==> src/rtl/gcd_controller_if.sv <==
// Control bundle between the GCD sequencer and its subtract-and-compare datapath.
// The master side owns the run request and the comparator outputs; the slave
// side (the controller) owns mux selects, load enables and status.
interface gcd_controller_if #(
  parameter int unsigned CNT_W = 8
);
  // run control and datapath status into the controller
  logic             start;
  logic             abort;
  logic             flag;
  logic             a_gt_b;
  logic             a_eq_b;
  logic             a_lt_b;

  // datapath steering and status out of the controller
  logic             a_sel;
  logic             b_sel;
  logic             sub_swap;
  logic             a_ld;
  logic             b_ld;
  logic             ld_out;
  logic             busy;
  logic             done;
  logic             error;
  logic [CNT_W-1:0] iter_count;

  modport master (
    output start, abort, flag, a_gt_b, a_eq_b, a_lt_b,
    input  a_sel, b_sel, sub_swap, a_ld, b_ld, ld_out, busy, done, error, iter_count
  );

  modport slave (
    input  start, abort, flag, a_gt_b, a_eq_b, a_lt_b,
    output a_sel, b_sel, sub_swap, a_ld, b_ld, ld_out, busy, done, error, iter_count
  );
endinterface

==> src/rtl/gcd_controller.sv <==
// Sequencer for the 8-bit subtract-and-compare GCD datapath.
// IDLE -> LOAD -> COMPUTE (one subtract/reload per cycle) -> DONE or ERR -> IDLE.
// Every finished run ends in exactly one done pulse; error qualifies it for
// invalid operands, iteration timeout or a non-one-hot comparator.
// MAX_ITER must fit in CNT_W bits (2**CNT_W > MAX_ITER).
module gcd_controller #(
  parameter int unsigned MAX_ITER = 255,
  parameter int unsigned CNT_W    = 8
) (
  input  logic            clk,
  input  logic            rst,
  gcd_controller_if.slave ctl
);

  typedef enum logic [2:0] {
    IDLE    = 3'd0,
    LOAD    = 3'd1,
    COMPUTE = 3'd2,
    DONE    = 3'd3,
    ERR     = 3'd4
  } state_t;

  localparam logic [CNT_W-1:0] MAX_C = CNT_W'(MAX_ITER);

  state_t           state, state_nxt;
  logic [CNT_W-1:0] cnt, cnt_nxt;
  logic [CNT_W-1:0] iter_q, iter_nxt;

  logic cmp_ok;
  logic below_max;

  logic a_sel, b_sel, sub_swap;
  logic a_ld, b_ld, ld_out;
  logic busy, done, error;

  // A healthy comparator asserts exactly one of gt/eq/lt.
  assign cmp_ok    = $onehot({ctl.a_gt_b, ctl.a_eq_b, ctl.a_lt_b});
  assign below_max = (cnt < MAX_C);

  // State, step counter and reported iteration count.
  always_ff @(posedge clk or negedge rst) begin
    if (!rst) begin
      state  <= IDLE;
      cnt    <= '0;
      iter_q <= '0;
    end else begin
      state  <= state_nxt;
      cnt    <= cnt_nxt;
      iter_q <= iter_nxt;
    end
  end

  // Next state and outputs; COMPUTE outputs are decoded from the comparator.
  // iter_count is captured on entry to DONE/ERR so it is valid with done.
  always_comb begin
    state_nxt = state;
    cnt_nxt   = cnt;
    iter_nxt  = iter_q;
    a_sel     = 1'b0;
    b_sel     = 1'b0;
    sub_swap  = 1'b0;
    a_ld      = 1'b0;
    b_ld      = 1'b0;
    ld_out    = 1'b0;
    busy      = 1'b0;
    done      = 1'b0;
    error     = 1'b0;

    unique case (state)
      IDLE: begin
        if (ctl.start) begin
          if (ctl.flag) begin
            state_nxt = LOAD;
          end else begin
            // zero operand: report immediately, nothing loaded, zero steps
            state_nxt = ERR;
            iter_nxt  = '0;
          end
        end
      end

      LOAD: begin
        busy    = 1'b1;
        cnt_nxt = '0;
        if (ctl.abort) begin
          state_nxt = IDLE;
        end else begin
          a_sel     = 1'b1;
          b_sel     = 1'b1;
          a_ld      = 1'b1;
          b_ld      = 1'b1;
          state_nxt = COMPUTE;
        end
      end

      COMPUTE: begin
        busy = 1'b1;
        if (ctl.abort) begin
          state_nxt = IDLE;
        end else if (!cmp_ok) begin
          state_nxt = ERR;
          iter_nxt  = cnt;
        end else if (ctl.a_eq_b) begin
          // equality wins even at the limit: the answer is already in A
          ld_out    = 1'b1;
          state_nxt = DONE;
          iter_nxt  = cnt;
        end else if (!below_max) begin
          state_nxt = ERR;
          iter_nxt  = cnt;
        end else if (ctl.a_gt_b) begin
          a_sel    = 1'b0;
          sub_swap = 1'b0;
          a_ld     = 1'b1;
          cnt_nxt  = cnt + CNT_W'(1);
        end else begin
          b_sel    = 1'b0;
          sub_swap = 1'b1;
          b_ld     = 1'b1;
          cnt_nxt  = cnt + CNT_W'(1);
        end
      end

      DONE: begin
        done      = 1'b1;
        state_nxt = IDLE;
      end

      ERR: begin
        done      = 1'b1;
        error     = 1'b1;
        state_nxt = IDLE;
      end

      default: state_nxt = IDLE;
    endcase
  end

  assign ctl.a_sel      = a_sel;
  assign ctl.b_sel      = b_sel;
  assign ctl.sub_swap   = sub_swap;
  assign ctl.a_ld       = a_ld;
  assign ctl.b_ld       = b_ld;
  assign ctl.ld_out     = ld_out;
  assign ctl.busy       = busy;
  assign ctl.done       = done;
  assign ctl.error      = error;
  assign ctl.iter_count = iter_q;

endmodule

==> src/flat_wrapper.sv <==
// flat-port wrapper written by rule: the top's interface ports become plain ports
module gcd_controller_flat 
#(
  parameter int unsigned MAX_ITER = 255,
  parameter int unsigned CNT_W    = 8
)
  (clk, rst, ctl_start, ctl_abort, ctl_flag, ctl_a_gt_b, ctl_a_eq_b, ctl_a_lt_b, ctl_a_sel, ctl_b_sel, ctl_sub_swap, ctl_a_ld, ctl_b_ld, ctl_ld_out, ctl_busy, ctl_done, ctl_error, ctl_iter_count);
  gcd_controller_if #(.CNT_W(CNT_W)) ctl_i ();
  input  logic clk;
  input  logic rst;
  input wire logic [$bits(ctl_i.start)-1:0] ctl_start;
  input wire logic [$bits(ctl_i.abort)-1:0] ctl_abort;
  input wire logic [$bits(ctl_i.flag)-1:0] ctl_flag;
  input wire logic [$bits(ctl_i.a_gt_b)-1:0] ctl_a_gt_b;
  input wire logic [$bits(ctl_i.a_eq_b)-1:0] ctl_a_eq_b;
  input wire logic [$bits(ctl_i.a_lt_b)-1:0] ctl_a_lt_b;
  output wire logic [$bits(ctl_i.a_sel)-1:0] ctl_a_sel;
  output wire logic [$bits(ctl_i.b_sel)-1:0] ctl_b_sel;
  output wire logic [$bits(ctl_i.sub_swap)-1:0] ctl_sub_swap;
  output wire logic [$bits(ctl_i.a_ld)-1:0] ctl_a_ld;
  output wire logic [$bits(ctl_i.b_ld)-1:0] ctl_b_ld;
  output wire logic [$bits(ctl_i.ld_out)-1:0] ctl_ld_out;
  output wire logic [$bits(ctl_i.busy)-1:0] ctl_busy;
  output wire logic [$bits(ctl_i.done)-1:0] ctl_done;
  output wire logic [$bits(ctl_i.error)-1:0] ctl_error;
  output wire logic [$bits(ctl_i.iter_count)-1:0] ctl_iter_count;
  assign ctl_i.start = ctl_start;
  assign ctl_i.abort = ctl_abort;
  assign ctl_i.flag = ctl_flag;
  assign ctl_i.a_gt_b = ctl_a_gt_b;
  assign ctl_i.a_eq_b = ctl_a_eq_b;
  assign ctl_i.a_lt_b = ctl_a_lt_b;
  assign ctl_a_sel = ctl_i.a_sel;
  assign ctl_b_sel = ctl_i.b_sel;
  assign ctl_sub_swap = ctl_i.sub_swap;
  assign ctl_a_ld = ctl_i.a_ld;
  assign ctl_b_ld = ctl_i.b_ld;
  assign ctl_ld_out = ctl_i.ld_out;
  assign ctl_busy = ctl_i.busy;
  assign ctl_done = ctl_i.done;
  assign ctl_error = ctl_i.error;
  assign ctl_iter_count = ctl_i.iter_count;
  gcd_controller #(.MAX_ITER(MAX_ITER), .CNT_W(CNT_W)) u_core (.clk(clk), .rst(rst), .ctl(ctl_i));
endmodule
==> config.mk <==
export PLATFORM = sky130hd
export DESIGN_NAME = gcd_controller_flat
export DESIGN_NICKNAME = d
export VERILOG_FILES = /design/src/rtl/gcd_controller_if.sv /design/src/rtl/gcd_controller.sv /design/src/flat_wrapper.sv
export SDC_FILE = /design/constraint.sdc
export NUM_CORES = 1
export LEC_CHECK = 0
export ABC_CLOCK_PERIOD_IN_PS = 1600
export CAP_MARGIN = 5
export CORE_ASPECT_RATIO = 1.1
export CORE_MARGIN = 3
export CORE_UTILIZATION = 44
export DETAILED_ROUTE_END_ITERATION = 16
export PLACE_DENSITY = 0.74
export SLEW_MARGIN = 20
export SYNTH_ARGS = -nofsm -noshare
export SYNTH_HDL_FRONTEND = slang
export SYNTH_SLANG_ARGS = --single-unit
==> constraint.sdc <==
create_clock -name clk -period 1.6 [get_ports clk]
set_input_delay 0.16 -clock clk [delete_from_list [all_inputs] [get_ports clk]]
set_output_delay 0.16 -clock clk [all_outputs]
set_load 0.02 [all_outputs]
==> flow_metrics.env, run 1 <==
export IMPL_outcome="complete, but fails checks"
export IMPL_failed_checks="negative setup slack"
export IMPL_crit_path_start="u_core.state[0]"
export IMPL_cts_buffers=3
export IMPL_worstMarginPinSlew_ns=0.418
export IMPL_place_inst=184
export IMPL_syn_nets=119
export IMPL_htree_levels=1
export IMPL_ctsHoldBuffers=0
export IMPL_layout_nets=176
export IMPL_cp_data_arrival_time_ns=1.63
export IMPL_first_iter_violations=43
export IMPL_ant_nets=0
export IMPL_p_int_mw=1.13
export IMPL_fin_setup_tns_ns=-1.06
export IMPL_portBuffers=24
export IMPL_clk_path_buf_depth=2
export IMPL_start_util=0.475
export IMPL_n_antenna_cell=0
export IMPL_dr_pass1_iters=4
export IMPL_finalCritPeriodShare=1.12
export IMPL_final_cells=195
export IMPL_cap_violations=0
export IMPL_yosysSeqAreaShare=0.431
export IMPL_reg2reg_to="u_core.cnt[4]"
export IMPL_hold_slack_ns=0.190
export IMPL_comb_power_share=0.564
export IMPL_routabilityCongestion=0.849
export IMPL_reg2reg_slack_ns=-0.10
export IMPL_path_depth=4
export IMPL_syn2layout_area_growth_pct=57.5
export IMPL_p_total_mw=1.90
export IMPL_crit_required_ns=1.44
export IMPL_vias=1134
export IMPL_die_y_um=58.5
export IMPL_finalWorstSetupSlack_ns=-0.187
export IMPL_maxSlewHeadroom=0.718
export IMPL_vias_per_cell=5.82
export IMPL_path_cells="nor4b_4 > o211ai_4 > o22ai_2 > buf_6"
export IMPL_grt_pass1_vias=1074
export IMPL_postSynthCellCount=109
export IMPL_reg2reg_depth=5
export IMPL_switching_power_uw=767
export IMPL_antenna_found_initial=0
export IMPL_ios=25
export IMPL_p_clk_frac=0.126
export IMPL_core_area_um2=2320
export IMPL_setup_viol=16
export IMPL_crit_fanout=4
export IMPL_dp_slack_ns=-1.12
export IMPL_p_seq_frac=0.311
export IMPL_crit_buf_inv=1
export IMPL_powerDensity_nw_per_um2=1090
export IMPL_wirelength_um=3110
export IMPL_cp_top_family="flip-flops"
export IMPL_synthMuxAreaShare=0
export IMPL_hold_viol=0
export IMPL_cts_sinks=19
export IMPL_max_freq_mhz=559
export IMPL_power_leakage_nw=0.765
export IMPL_layout_drive_gt1_share=0.461
export IMPL_synth_simple_area_share=0.238
export IMPL_synth_compound_area_share=0.224
export IMPL_crit_type="reg2out"
export IMPL_crit_path_end="ctl_a_ld"
export IMPL_grt_usage=0.208
export IMPL_wire_per_inst_um=15.9
export IMPL_dieArea_um2=3140
export IMPL_cts_root_buf="clkbuf_4"
export IMPL_gr_total_overflow=0
export IMPL_n_fill_cell=161
export IMPL_drc=0
export IMPL_fin_crit_ns=1.79
export IMPL_place_hpwl_um=2070
export IMPL_irDropWorstVdd_mv=0.848
export IMPL_ys_seq_elements=19
export IMPL_min_path_type="in2async"
export IMPL_drv_slew=0
export IMPL_synth_adder_area_share=0.0295
export IMPL_synth_top_family_by_area="simple AND/OR/NAND/NOR gates"
export IMPL_insertion_delay_ns=0.29
export IMPL_rsz0062_at_grt="true"
export IMPL_finClkSkew_ns=0.00298
export IMPL_final_area_um2=1740
export IMPL_utilization=0.749
export IMPL_cts_tree="built"
export IMPL_placed_cell_area_um2=1590
export IMPL_grt_pass1_wl_um=4810
export IMPL_netlist_cell_type_count=38
export IMPL_num_rows=18
export IMPL_yosysWarningCount=0
export IMPL_swShare=0.404
export IMPL_synthXorXnorAreaFrac=0.0159
export IMPL_clk_pin_slew_ns=0.11
export IMPL_syn_area_um2=1100
export IMPL_r2r_start="u_core.state[0]"
export IMPL_critPathSlowestCell="dfrtp_2"
export IMPL_die_x_um=53.7
export IMPL_avgSynthCellArea_um2=10.1
export IMPL_cp_start_kind="register"
export IMPL_cp_end_kind="output port"
export IMPL_grt_max_degree=20
export IMPL_max_stage_delay_ns=0.46
==> power groups by stage <==
stage	Combinational (mW)	Clock (mW)	Sequential, mW
2_1_floorplan	0.525	0	0.574
5_1_grt	1.13	0.278	0.599
3_5_place_dp	0.893	0	0.590
6_report	1.07	0.239	0.589
3_3_place_gp	0.870	0	0.589
4_1_cts	0.911	0.246	0.583
==> repair_timing <==
item	4_1_cts	5_1_grt
pin swaps	8	8
setup endpoints to repair	28	24
setup buffers	3	4
gates resized for setup	67	15
==> how the worst min path moves through the flow <==
stage	startpoint	to	slack [ns]	cells after the start
2_1_floorplan	rst	u_core.cnt[0]	-0.14	0
3_3_place_gp	u_core.ctl.iter_count[0]	u_core.ctl.iter_count[0]	0.48	1
3_5_place_dp	u_core.ctl.iter_count[5]	u_core.ctl.iter_count[5]	0.48	1
4_1_cts	rst	u_core.state[1]	0.20	2
5_1_grt	rst	u_core.ctl.iter_count[4]	0.20	2
6_report	rst	u_core.state[1]	0.19	2
==> placed cells by master, fill, tap and decap left out, drive strengths merged <==
| master | instances |
|---|---|
| o21bai | 1 |
| nor3b | 4 |
| and2 | 1 |
| nand3 | 10 |
| buf | 47 |
| or2 | 1 |
| fa | 1 |
| ha | 1 |
| a31oi | 1 |
| nand4 | 2 |
| clkdlybuf4s50 | 12 |
| nor2b | 2 |
| o21a | 3 |
| nor4b | 1 |
| nand2 | 6 |
| xor2 | 1 |
| nor3 | 3 |
| clkbuf | 3 |
| inv | 6 |
| a22o | 8 |
| o41ai | 1 |
| nand2b | 1 |
| xnor2 | 1 |
| dfrtp | 19 |
| o21ai | 5 |
| o211ai | 5 |
| or3 | 3 |
| nand3b | 2 |
| clkinv | 1 |
| a21oi | 2 |
| a2bb2oi | 2 |
| nor2 | 6 |
| nor4 | 1 |
| o22ai | 2 |
==> layer usage <==
metal  GRT usage  vias up  wire length (um)
met4      0.0839        0               114
met1       0.264      539              1220
met5           0        -                 0
met2       0.348       58              1600
met3      0.0304       20               179
li1            -      517                 -
==> kinds of logic (layout without fill, tap and decap cells) <==
kind of cell / count (synthesis) / after routing
adders and majority gates: 2 / 2
buffers and inverters: 13 / 69
DFF: 19 / 19
and+or+nand+nor: 43 / 43
AOI/OAI and AO/OA: 30 / 30
xor gates and xnor gates: 2 / 2
==> registers in the layout, summed over array words and instances, names as in the netlist <==
signal	cells
u_core.cnt	8
u_core.state	3
u_core.ctl.iter_count	8
==> cell usage after synthesis <==
cell type  instances  area [um2]
nand3b_1           2        15.0
nor4b_4            1        23.8
o21bai_1           1        7.51
a31oi_1            1        6.26
o211ai_2           3        37.5
nor2b_1            2        12.5
o22ai_1            2        12.5
o21a_1             3        22.5
xor2_1             1        8.76
nand2b_1           1        6.26
inv_1              6        22.5
nand2_1            6        22.5
and2_1             1        6.26
fa_1               1        20.0
buf_2              3        15.0
a2bb2oi_1          2        17.5
nor3b_1            2        15.0
nand3_1            9        45.0
buf_4              2        15.0
or3_1              3        18.8
o41ai_1            1        8.76
dfrtp_1           19         475
o21ai_0            5        25.0
nor3b_2            2        25.0
o211ai_1           1        7.51
xnor2_1            1        8.76
a22o_1             8        70.1
nor3_1             3        15.0
nor4_1             1        6.26
nand3_2            1        10.0
a21oi_1            2        10.0
o211ai_4           1        21.3
nor2_1             6        22.5
nand4_1            2        12.5
or2_2              1        6.26
clkbuf_1           1        3.75
ha_1               1        12.5
buf_6              1        11.3
==> worst register-to-register path, delay by kind of cell, from the launching register on <==
| family | cells | cell delay, ns |
|---|---|---|
| AND/OR/NAND/NOR | 1 | 0.36 |
| buffers and inverters | 1 | 0.22 |
| AO/OA/AOI/OAI | 3 | 0.56 |
| flip-flops | 1 | 0.46 |
==> final cells by class <==
| cell class | count | area [um2] | area share |
|---|---|---|---|
| sequential | 19 | 477 | 0.274 |
| inverter | 6 | 30.0 | 0.0173 |
| clock buffer | 3 | 22.5 | 0.0130 |
| timing repair buffer | 59 | 482 | 0.277 |
| multi-input combinational | 77 | 683 | 0.393 |
| clock inverter | 1 | 5.00 | 0.00288 |
| tap | 30 | 37.5 | 0.0216 |
Note: power is estimated with default switching activity, not from simulation.
==> inputs of run 2 (changes only) <==
- CORE_UTILIZATION: 44 -> 30
- PLACE_DENSITY: 0.74 -> 0.54
==> flow_metrics.env, run 2 (same netlist as run 1, synthesis figures left out) <==
export IMPL_reg2reg_depth=6
export IMPL_cts_buffers=3
export IMPL_place_hpwl_um=2190
export IMPL_fin_crit_ns=1.81
export IMPL_die_x_um=63.8
export IMPL_p_clk_frac=0.117
export IMPL_clk_path_buf_depth=2
export IMPL_rsz0062_at_grt="true"
export IMPL_vias_per_cell=4.97
export IMPL_n_antenna_cell=0
export IMPL_powerDensity_nw_per_um2=1090
export IMPL_vias=1123
export IMPL_dieArea_um2=4440
export IMPL_wirelength_um=3160
export IMPL_grt_pass1_vias=1130
export IMPL_min_path_type="in2async"
export IMPL_ctsHoldBuffers=0
export IMPL_power_leakage_nw=0.845
export IMPL_p_seq_frac=0.281
export IMPL_reg2reg_to="u_core.cnt[6]"
export IMPL_drc=0
export IMPL_switching_power_uw=813
export IMPL_grt_pass1_wl_um=5450
export IMPL_grt_usage=0.153
export IMPL_cts_sinks=19
export IMPL_cts_tree="built"
export IMPL_hold_viol=0
export IMPL_num_rows=22
export IMPL_maxSlewHeadroom=0.689
export IMPL_irDropWorstVdd_mv=0.546
export IMPL_htree_levels=1
export IMPL_cp_start_kind="register"
export IMPL_crit_fanout=3
export IMPL_wire_per_inst_um=14.0
export IMPL_layout_nets=189
export IMPL_antenna_found_initial=0
export IMPL_portBuffers=24
export IMPL_place_inst=207
export IMPL_p_int_mw=1.29
export IMPL_gr_total_overflow=0
export IMPL_swShare=0.387
export IMPL_layout_drive_gt1_share=0.539
export IMPL_final_common_cell="buf_4"
export IMPL_drv_slew=0
export IMPL_final_cells=226
export IMPL_syn2layout_area_growth_pct=74.2
export IMPL_reg2reg_slack_ns=-0.16
export IMPL_clk_pin_slew_ns=0.11
export IMPL_dr_pass1_iters=4
export IMPL_core_area_um2=3440
export IMPL_ios=25
export IMPL_setup_viol=18
export IMPL_crit_required_ns=1.44
export IMPL_crit_type="reg2out"
export IMPL_cp_end_kind="output port"
export IMPL_start_util=0.320
export IMPL_finalCritPeriodShare=1.13
export IMPL_insertion_delay_ns=0.30
export IMPL_ant_nets=0
export IMPL_worstMarginPinSlew_ns=0.461
export IMPL_r2r_start="u_core.state[0]"
export IMPL_finClkSkew_ns=0.00490
export IMPL_max_freq_mhz=551
export IMPL_outcome="complete, but fails checks"
export IMPL_cap_violations=0
export IMPL_final_area_um2=1920
export IMPL_cp_data_arrival_time_ns=1.65
export IMPL_cts_root_buf="clkbuf_4"
export IMPL_grt_max_degree=20
export IMPL_failed_checks="negative setup slack"
export IMPL_final_cell_mix="buf_4 (45), dfrtp_1 (17), clkdlybuf4s50_1 (12), buf_6 (12), nand3_1 (9)"
export IMPL_comb_power_share=0.602
export IMPL_first_iter_violations=19
export IMPL_placed_cell_area_um2=1650
export IMPL_routabilityCongestion=0.848
export IMPL_finalWorstSetupSlack_ns=-0.215
export IMPL_die_y_um=69.6
## run 2: power groups by stage
stage               sequential, mW  clock [mW]  combinational, mW
floorplan                    0.574           0              0.525
global placement             0.590           0              0.930
detailed placement           0.593           0              0.941
CTS                          0.591       0.255              0.996
global route                 0.598       0.288               1.35
finish                       0.590       0.246               1.26
## run 2: timing repair
action / in CTS / in global routing
gates resized for setup: 74 / 26
pin swaps: 11 / 11
buffers inserted: 8 / 8
endpoints found under the setup margin: 28 / 26
## run 2: stage by stage
step           power (mW)  setup TNS (ns)  hold WS (ns)  setup slack (ns)   util
6_report             2.10           -1.62         0.180            -0.215  0.558
3_5_place_dp         1.53          -19.71         0.485             -1.12  0.479
3_3_place_gp         1.52          -18.29         0.487             -1.06  0.479
4_1_cts              1.84           -1.35         0.181            -0.182  0.511
5_1_grt              2.24           -3.74         0.172            -0.293  0.558
2_1_floorplan        1.10          -0.609        -0.136           -0.0799      -
## run 2: critical path, stage by stage, from the launching register on
cell and delay (ns):
dfrtp_2 0.45, buf_4 0.15, nor2_2 0.12, nand2_2 0.08, or3_4 0.38, inv_2 0.07, buf_6 0.11
## run 2: worst max path at each step
stage,endpoint,cells after the start,start,slack [ns]
6_report,ctl_ld_out,6,u_core.state[0],-0.21
5_1_grt,ctl_a_ld,4,u_core.state[0],-0.29
4_1_cts,ctl_b_ld,4,u_core.state[2],-0.18
3_5_place_dp,ctl_b_ld,7,ctl_a_lt_b,-1.12
3_3_place_gp,ctl_b_ld,7,ctl_a_lt_b,-1.06
2_1_floorplan,ctl_a_ld,6,ctl_a_lt_b,-0.08
## run 2: per-layer routing
layer  vias to the layer above  track usage  routed length, um
li1                        543            -                  -
met1                       560        0.212               1370
met2                        15        0.249               1700
met3                         5       0.0194                 57
met4                         0       0.0432                 37
met5                         -            0                  0
## run 2: area by class of cell
| type | count | area (um2) |
|---|---|---|
| Clock buffer | 4 | 26.3 |
| Fill cell | 307 | 1520 |
| Inverter | 6 | 30.0 |
| Multi-Input combinational cell | 77 | 718 |
| Sequential cell | 19 | 478 |
| Tap cell | 48 | 60.1 |
| Timing Repair Buffer | 72 | 608 |
==> inputs of run 3 (changes only) <==
- ABC_CLOCK_PERIOD_IN_PS: 1600 -> 2000
- PLACE_DENSITY: 0.54 -> 0.52
- clock period: 1.6 -> 2 ns (I/O delays scaled with it)
==> flow_metrics.env, run 3 (same netlist as run 1, synthesis figures left out) <==
export IMPL_outcome="complete, no violations"
export IMPL_cp_data_arrival_time_ns=1.74
export IMPL_powerDensity_nw_per_um2=826
export IMPL_grt_util_met1=0.183
export IMPL_routabilityCongestion=0.808
export IMPL_final_common_cell="buf_4"
export IMPL_htree_levels=1
export IMPL_use_met2=0.235
export IMPL_final_cell_mix="buf_4 (26), dfrtp_1 (18), clkdlybuf4s50_1 (12)"
export IMPL_cp_end_kind="output port"
export IMPL_antenna_found_initial=0
export IMPL_ant_nets=0
export IMPL_first_iter_violations=23
export IMPL_cap_violations=0
export IMPL_crit_required_ns=1.80
export IMPL_final_cells=202
export IMPL_die_x_um=63.8
export IMPL_grt_usage=0.140
export IMPL_vias_per_cell=4.99
export IMPL_met3_usage=0.0308
export IMPL_grt_pass1_vias=1040
export IMPL_crit_fanout=2
export IMPL_max_freq_mhz=516
export IMPL_ctsHoldBuffers=0
export IMPL_grt_pass1_wl_um=5000
export IMPL_hold_viol=0
export IMPL_maxSlewHeadroom=0.702
export IMPL_clk_path_buf_depth=2
export IMPL_grt_max_degree=20
export IMPL_place_inst=196
export IMPL_fin_crit_ns=1.94
export IMPL_insertion_delay_ns=0.30
export IMPL_finClkSkew_ns=0.00942
export IMPL_wire_per_inst_um=13.8
export IMPL_start_util=0.320
export IMPL_cp_start_kind="input pin"
export IMPL_power_leakage_nw=0.710
export IMPL_setup_viol=0
export IMPL_ios=25
export IMPL_place_hpwl_um=2120
export IMPL_dieArea_um2=4440
export IMPL_wirelength_um=2790
export IMPL_portBuffers=24
export IMPL_cts_sinks=19
export IMPL_min_path_type="in2async"
export IMPL_gr_total_overflow=0
export IMPL_hold_slack_ns=0.221
export IMPL_n_antenna_cell=0
export IMPL_cts_tree="built"
export IMPL_fin_setup_tns_ns=0
export IMPL_crit_type="in2out"
export IMPL_vias=1008
export IMPL_placed_cell_area_um2=1520
export IMPL_drv_slew=0
export IMPL_clk_pin_slew_ns=0.11
export IMPL_cts_root_buf="clkbuf_4"
export IMPL_core_area_um2=3440
export IMPL_num_rows=22
export IMPL_worstMarginPinSlew_ns=0.446
export IMPL_dr_pass1_iters=3
export IMPL_layout_nets=165
export IMPL_p_total_mw=1.29
export IMPL_drc=0
export IMPL_finalCritPeriodShare=0.970
export IMPL_die_y_um=69.6
export IMPL_cts_buffers=3
export IMPL_irDropWorstVdd_mv=0.309
export IMPL_top_usage_layer="met2"
export IMPL_final_area_um2=1570
export IMPL_layout_drive_gt1_share=0.305
export IMPL_syn2layout_area_growth_pct=42.0
[run 3: cell types whose count changed in the layout (fill, tap and decap cells not counted), sizes merged]
cell	before	now
buf	60	28
dlygate4sd2	0	5
clkbuf	4	5
clkdlybuf4s15	0	1
dlymetal6s2s	0	1
[run 3: per-layer routing]
| metal | share of wire | up-vias | wire, um |
|---|---|---|---|
| li1 | - | 487 | - |
| met1 | 0.46 | 501 | 1280 |
| met2 | 0.50 | 16 | 1400 |
| met3 | 0.028 | 4 | 77 |
| met4 | 0.0086 | 0 | 24 |
| met5 | 0 | - | 0 |
[run 3: final timing paths]
path	start	slack [ns]	cells past startpoint	end
min reg2reg	u_core.ctl.iter_count[2]	0.51	1	u_core.ctl.iter_count[2]
max in group asynchronous	rst	1.56	2	u_core.state[2]
max reg2reg	u_core.cnt[0]	0.31	6	u_core.ctl.iter_count[6]
max	ctl_a_lt_b	0.06	7	ctl_ld_out
min in group clk	u_core.ctl.iter_count[2]	0.51	1	u_core.ctl.iter_count[2]
min	rst	0.22	2	u_core.cnt[2]
[run 3: layout make-up]
type,instances,area [um2]
Clock buffer,4,26.3
Fill cell,340,1880
Multi-Input combinational cell,77,577
Tap cell,48,60.1
Timing Repair Buffer,48,403
Sequential cell,19,477
Inverter,6,22.5
[run 3: critical path: stages]
cell	delay (ns)
dlygate4sd2_1	0.23
inv_1	0.07
fa_1	0.46
nand3b_1	0.21
or3_4	0.41
inv_2	0.06
buf_6	0.10
[run 3: what timing repair did]
| action | CTS | global route |
|---|---|---|
| resized for setup | 31 | 7 |
| pin swaps | 3 | 2 |
| cloned | 0 | 0 |
| endpoints found under the setup margin | 21 | 8 |
| buffers inserted | 2 | 0 |
[run 3: power by group]
group / internal [mW] / leakage (nW) / switching [mW]
logic: 0.279 / 0.433 / 0.335
clock network: 0.0776 / 0.0150 / 0.115
registers: 0.426 / 0.261 / 0.0604
[run 3: through the flow]
| step | setup slack, ns | util |
|---|---|---|
| finish | 0.0609 | 0.455 |
| detailed placement | -0.678 | 0.443 |
| CTS | 0.00334 | 0.452 |
| global placement | -0.635 | 0.443 |
| floorplan | 0.0637 | - |
| global route | -0.0123 | 0.455 |
==> RTL edit 1 (flow settings as in run 3) <==
The 5 states of `state_t` get a Gray code encoding in 3 bits.
--- a/src/rtl/gcd_controller.sv
+++ b/src/rtl/gcd_controller.sv
@@ -13,11 +13,11 @@
 );
 
   typedef enum logic [2:0] {
-    IDLE    = 3'd0,
-    LOAD    = 3'd1,
-    COMPUTE = 3'd2,
-    DONE    = 3'd3,
-    ERR     = 3'd4
+    IDLE    = 3'b000,
+    LOAD    = 3'b001,
+    COMPUTE = 3'b011,
+    DONE    = 3'b010,
+    ERR     = 3'b110
   } state_t;
 
   localparam logic [CNT_W-1:0] MAX_C = CNT_W'(MAX_ITER);
Function: no difference found for any inputs over 10 cycles, from zero or initial values and one cycle with rst low; not proved beyond that.
==> RTL edit 1 against run 3 <==
Die area decreased by 5.3%. Sequential cell count is the same. Design area is 3.0% lower. Area after synthesis fell by 5.8%. Sequential power shrank 7.6%. Power down 13%. Via count down 1.7%. First-iteration DRC count is 61% higher. Utilization is 2.3 points higher. Setup slack worse by 0.00070 ns. Routed wire length decreased by 11%. Critical path type unchanged. Critical endpoint is now ctl_a_ld. Largest power group unchanged.
==> RTL edit 1: results (changes against run 3) <==
INFO  outcome        run_status=finished clean
INFO  place          place_hpwl=1850um [-13%]
INFO  sta            maxSlewHeadroom=68.31% [-1.8 points]
INFO  cts            cts.path.max_buffers=2 [unchanged]
INFO  synth          most_used_dff_post_synth=sky130_fd_sc_hd__dfrtp_1
INFO  cts            path_clk_slew=0.11ns [about the same]
INFO  global_route   antenna_found_initial=0 [unchanged]
INFO  sta            clock_skew=0.01093ns [+0.001509 ns]
INFO  route          firstDrtPassIters=4 [+1]
INFO  cts            clock_latency=0.30ns [about the same]
INFO  critical_path  crit_path_max_fanout=3 [+1]
INFO  critical_path  r2r_slack=0.16ns [-0.15 ns]
INFO  power          cellLeakagePower=0.0007340uW [+3.4%]
INFO  synth          synth.top_cells.by_area=sky130_fd_sc_hd__dfrtp_1 46%, sky130_fd_sc_hd__a31oi_1 7.8%, sky130_fd_sc_hd__a22o_1 6.7%, sky130_fd_sc_hd__a21oi_1 2.9%, sky130_fd_sc_hd__fa_1 1.9%
INFO  critical_path  crit_path_max_incr_delay=0.47ns
INFO  synth          synth-edff-count=0 [unchanged]
INFO  route          initialDrtViolationCount=37 [+61%]
INFO  synth          synth_top_cells_by_count=19 x sky130_fd_sc_hd__dfrtp_1, 13 x sky130_fd_sc_hd__a31oi_1, 8 x sky130_fd_sc_hd__a22o_1
INFO  synth          async_flop_share=100.0% [unchanged]
INFO  route          finalWirelength=2478um [-11%]
INFO  power          vdd_ir_drop_max=0.3063mV [-0.71%]
INFO  hold_path      worst_hold_path_class=primary input to async pin
INFO  place          place_worst_setup_slack=-0.8737ns [-0.1958 ns]
INFO  place          gp_routability_congestion=0.7623 [-5.6%]
INFO  critical_path  reg2reg_from=u_core.cnt[0]
INFO  route          detail_route.drc_violations=0 [unchanged]
INFO  sta            min_period=1.940ns [+0.0006961 ns]
INFO  route          route.vias.total=991 [-1.7%]
INFO  critical_path  cp_data_arrival_time=1.74ns [about the same]
INFO  final_layout   post_route_cells_drive_above_1_share=33.56% [+3.0 points]
INFO  synth          synthesized_netlist_net_count=111 [-6.7%]
INFO  global_route   grt_pass1_vias=966 [-7.1%]
INFO  global_route   grt_first_pass_wirelength=4271um [-15%]
INFO  synth          post_synth_num_cell_types=36 [-5.3%]
INFO  critical_path  r2r_cells=6 [unchanged]
INFO  cts            root_buffer_cell=sky130_fd_sc_hd__clkbuf_4
INFO  place          port_buffers=24 [unchanged]
INFO  global_route   grt_max_degree=20 [unchanged]
INFO  final_layout   finish.net_count=160 [-3.0%]
INFO  critical_path  critical-path-slowest-cell=sky130_fd_sc_hd__fa_1
INFO  critical_path  worstReg2RegEnd=u_core.cnt[5]
INFO  synth          synth.yosys.seq_area_share=45.78% [+2.7 points]
INFO  global_route   globalRouteTotalUtil=13.76% [-0.25 points]
-- RTL edit 1: cells by family after synthesis --
kind of cell	share of synthesized area [%]
flip-flops	45.78
AND/OR/NAND/NOR	20.48
adder cells (fa/ha/maj)	3.132
AO/OA/AOI/OAI	24.58
buffers and inverters	6.024
-- RTL edit 1: what timing repair did --
| item | CTS | global route |
|---|---|---|
| endpoints found under the hold margin | 0 | 0 |
| pin swaps | 5 | 4 |
| setup endpoints to repair | 22 | 4 |
| gates resized for setup | 35 | 6 |
| setup buffers | 0 | 0 |
-- RTL edit 1: worst max-delay path by stage --
stage	start	to
after floorplan	ctl_a_lt_b	ctl_a_ld
after global placement	ctl_a_eq_b	ctl_b_ld
after detailed placement	ctl_a_eq_b	ctl_b_ld
after CTS	u_core.state[0]	ctl_error
after global routing	ctl_a_gt_b	ctl_a_ld
final	ctl_a_gt_b	ctl_a_ld
-- RTL edit 1: power by group --
part	internal [uW]	switching (uW)	total [uW]
clock	77.7	119	197
combinational	223	256	479
sequential	416	33.1	449
-- RTL edit 1: through the flow --
step	std cells	hold slack, ns	utilization, %
final	195	0.2127	47.78
after global routing	195	0.2358	47.78
after CTS	195	0.2274	47.11
after detailed placement	191	0.4960	46.52
after global placement	191	0.4876	46.52
after floorplan	101	-0.09559	-
-- RTL edit 1: final cells by class --
type | count | area, sq um
Fill cell | 317 | 1660
Tap cell | 46 | 57.56
Inverter | 6 | 27.53
Sequential cell | 19 | 475.5
Multi-Input combinational cell | 72 | 514.2
Clock buffer | 4 | 26.28
Timing Repair Buffer | 48 | 417.9
-- RTL edit 1: layer usage --
| layer | up-vias | GRT usage [%] | routed length, um |
|---|---|---|---|
| met2 | 29 | 22.28 | 1104 |
| li1 | 486 | - | - |
| met5 | - | 0 | 0 |
| met4 | 0 | 3.979 | 46 |
| met3 | 6 | 3.059 | 110 |
| met1 | 470 | 18.05 | 1217 |
==> RTL edit 2 (settings of run 3) <==
Made on the original files. `CNT_W` is set to 8 in 3 places; all go to 10.
--- a/src/rtl/gcd_controller_if.sv
+++ b/src/rtl/gcd_controller_if.sv
@@ -2,7 +2,7 @@
 // The master side owns the run request and the comparator outputs; the slave
 // side (the controller) owns mux selects, load enables and status.
 interface gcd_controller_if #(
-  parameter int unsigned CNT_W = 8
+  parameter int unsigned CNT_W = 10
 );
   // run control and datapath status into the controller
   logic             start;
--- a/src/rtl/gcd_controller.sv
+++ b/src/rtl/gcd_controller.sv
@@ -5,7 +5,7 @@
 // MAX_ITER must fit in CNT_W bits (2**CNT_W > MAX_ITER).
 module gcd_controller #(
   parameter int unsigned MAX_ITER = 255,
-  parameter int unsigned CNT_W    = 8
+  parameter int unsigned CNT_W    = 10
 ) (
   input  logic            clk,
   input  logic            rst,
--- a/src/flat_wrapper.sv
+++ b/src/flat_wrapper.sv
@@ -2,7 +2,7 @@
 module gcd_controller_flat 
 #(
   parameter int unsigned MAX_ITER = 255,
-  parameter int unsigned CNT_W    = 8
+  parameter int unsigned CNT_W    = 10
 )
   (clk, rst, ctl_start, ctl_abort, ctl_flag, ctl_a_gt_b, ctl_a_eq_b, ctl_a_lt_b, ctl_a_sel, ctl_b_sel, ctl_sub_swap, ctl_a_ld, ctl_b_ld, ctl_ld_out, ctl_busy, ctl_done, ctl_error, ctl_iter_count);
   gcd_controller_if #(.CNT_W(CNT_W)) ctl_i ();
Ports: changed (resized ctl_iter_count); port bits go from 25 to 27. No check against the original RTL was run, so the function may have changed too.
==> RTL edit 2 against run 3 <==
The flow now finishes with violations (setup timing). Count of clock-buffer cells in the layout fell by 1. Power grew 25%. Clock skew grew 0.0043 ns. Setup slack got worse by 0.31 ns. Area after synthesis grew 20%. Largest power group unchanged. Sequential cell count increased by 4. Routed wire length rose by 33%. Design area up 30%.
==> RTL edit 2: results (changes against run 3) <==
INFO  outcome        run_status=finished, violations left
INFO  outcome        violations=setup timing
INFO  critical_path  critical-path-slowest-cell=sky130_fd_sc_hd__or4b_4
INFO  route          firstDrtPassIters=4 [+1]
INFO  global_route   grt_max_degree=24 [+20%]
INFO  global_route   globalRouteTotalUtil=14.76% [+0.76 points]
INFO  route          post_drt_wl_per_cell=15.06um [+9.1%]
INFO  synth          synth.top_cells.by_area=sky130_fd_sc_hd__dfrtp_1 44%, sky130_fd_sc_hd__mux2i_1 7.6%, sky130_fd_sc_hd__nand2_1 6.2%, sky130_fd_sc_hd__inv_1 4.0%, sky130_fd_sc_hd__nor2_1 2.8%
INFO  global_route   grt_pass1_vias=1283 [+23%]
INFO  cts            root_buffer_cell=sky130_fd_sc_hd__clkbuf_8
INFO  cts            cts_buffer_count=3 [unchanged]
INFO  sta            layout_setup_ws=-0.2526ns [-0.3135 ns]
INFO  final_layout   antenna_diode_count=0 [unchanged]
INFO  synth          yosys_warnings=0 [unchanged]
INFO  critical_path  crit_path_max_incr_delay=0.56ns [+0.10 ns]
INFO  synth          synth.yosys.seq_area_share=43.52% [+0.39 points]
INFO  final_layout   post_route_cells_drive_above_1_share=34.02% [+3.5 points]
INFO  place          gp_routability_congestion=0.8335 [+3.2%]
INFO  sta            worstMarginPinSlew=0.3622ns [-0.08413 ns]
INFO  final_layout   finish.net_count=205 [+24%]
INFO  cts            clock_latency=0.28ns [-0.02 ns]
INFO  place          place_hpwl=2803um [+32%]
INFO  route          route.vias.total=1227 [+22%]
INFO  critical_path  crit_path_max_fanout=3 [+1]
INFO  power          vdd_ir_drop_max=0.4914mV [+59%]
INFO  cts            clock_tree.htree_level_count=1 [unchanged]
INFO  critical_path  cpLargestDelayFamily=simple AND/OR/NAND/NOR gates
INFO  sta            report.final.setup_viol=19 [+19]
INFO  place          place_worst_setup_slack=-1.350ns [-0.6720 ns]
INFO  critical_path  cp_data_arrival_time=2.05ns [+0.31 ns]
INFO  sta            finalMaxSlewViolations=0 [unchanged]
INFO  synth          synthesized_netlist_net_count=152 [+28%]
INFO  global_route   grt_first_pass_wirelength=6099um [+22%]
INFO  cts            path_clk_slew=0.10ns
INFO  hold_path      worst_hold_path_class=primary input to async pin
INFO  synth          post_synth_num_cell_types=43 [+13%]
INFO  power          cellLeakagePower=0.0009280uW [+31%]
INFO  route          initialDrtViolationCount=40 [+74%]
INFO  synth          synth_top_cells_by_count=23 x sky130_fd_sc_hd__dfrtp_1, 22 x sky130_fd_sc_hd__nand2_1, 14 x sky130_fd_sc_hd__inv_1
INFO  global_route   antenna_found_initial=0 [unchanged]
INFO  place          port_buffers=26 [+8.3%]
INFO  sta            clock_skew=0.01374ns [+0.004314 ns]
INFO  sta            portion_of_the_clock_cycle_consumed_by_the_worst_path_in_the_final_layout=112.6% [+16 points]
INFO  run            cap_viol_max_count=0 [unchanged]
INFO  cts            cts.path.max_buffers=2 [unchanged]
INFO  cts            cts_tree=done
INFO  synth          async_flop_share=100.0% [unchanged]
RTL edit 2: cell count changes in the layout (fill, tap and decap cells not counted), sizes merged, moves of 4 or more:
cell,before,now
nor2,6,10
a22o,8,0
nand3,10,2
buf,28,37
mux2i,0,10
inv,6,14
dfrtp,19,23
o211ai,5,0
nand2,6,22
RTL edit 2: per-layer routing:
metal | vias to the layer above | global-route usage, % | share of wire (%)
met2 | 31 | 26.17 | 49
met3 | 8 | 2.111 | 3.0
met1 | 596 | 18.22 | 46
met5 | - | 0 | 0
li1 | 592 | - | -
met4 | 0 | 6.508 | 2.8
RTL edit 2: area by class of cell:
class | count | area, sq um
Sequential cell | 23 | 575.6
Tap cell | 52 | 65.06
Fill cell | 376 | 2078
Clock buffer | 3 | 41.29
Multi-Input combinational cell | 96 | 767.0
Inverter | 14 | 62.56
Clock inverter | 1 | 5.005
Timing Repair Buffer | 57 | 519.2
RTL edit 2: report_power, final:
part           internal [uW]  switching (uW)  leakage, uW  total (uW)
Clock                    140             165    0.0000255         304
Sequential               492            17.6     0.000319         510
Combinational            363             443     0.000583         806
Total                    995             625     0.000928        1620
RTL edit 2: stage by stage:
step	setup TNS (ns)	instances	area, sq um
after floorplan	-2.642	142	1361
after global placement	-21.40	239	1852
after detailed placement	-22.37	239	1852
after CTS	-1.516	244	1938
after global routing	-3.732	246	2036
final	-2.310	246	2036
RTL edit 2: cells by family (layout without fill, tap and decap cells):
logic type,count (synthesis),in the layout,synth area share (%)
buffers and inverters,23,75,7.380
AND/OR/NAND/NOR,60,60,24.22
multiplexers,11,11,8.704
adder cells (fa/ha/maj),2,2,2.460
flip-flops,23,23,43.52
AO/OA/AOI/OAI,23,23,13.72
RTL edit 2: final timing paths:
kind / from / end / slack, ns / cells after the start
setup / recovery: ctl_a_gt_b / ctl_a_ld / -0.25 / 9
hold / removal: rst / u_core.ctl.iter_count[5] / 0.27 / 2
setup reg to reg: u_core.state[2] / u_core.cnt[2] / -0.13 / 8
hold reg to reg: u_core.ctl.iter_count[4] / u_core.ctl.iter_count[4] / 0.52 / 2
max in group asynchronous: rst / u_core.state[0] / 1.48 / 2
min in group clk: ctl_a_eq_b / u_core.state[2] / 0.41 / 5
RTL edit 2: worst register-to-register path, delay by kind of cell, from the launching register on:
kind | cells | cell delay [ns]
AO/OA/AOI/OAI | 3 | 0.64
buffers and inverters | 4 | 0.48
flip-flops | 1 | 0.40
AND/OR/NAND/NOR | 1 | 0.53
RTL edit 2: repair_timing:
action	in CTS	in global routing
buffers inserted	1	2
resized for setup	51	17
setup endpoints to repair	29	24
pin swaps	5	4
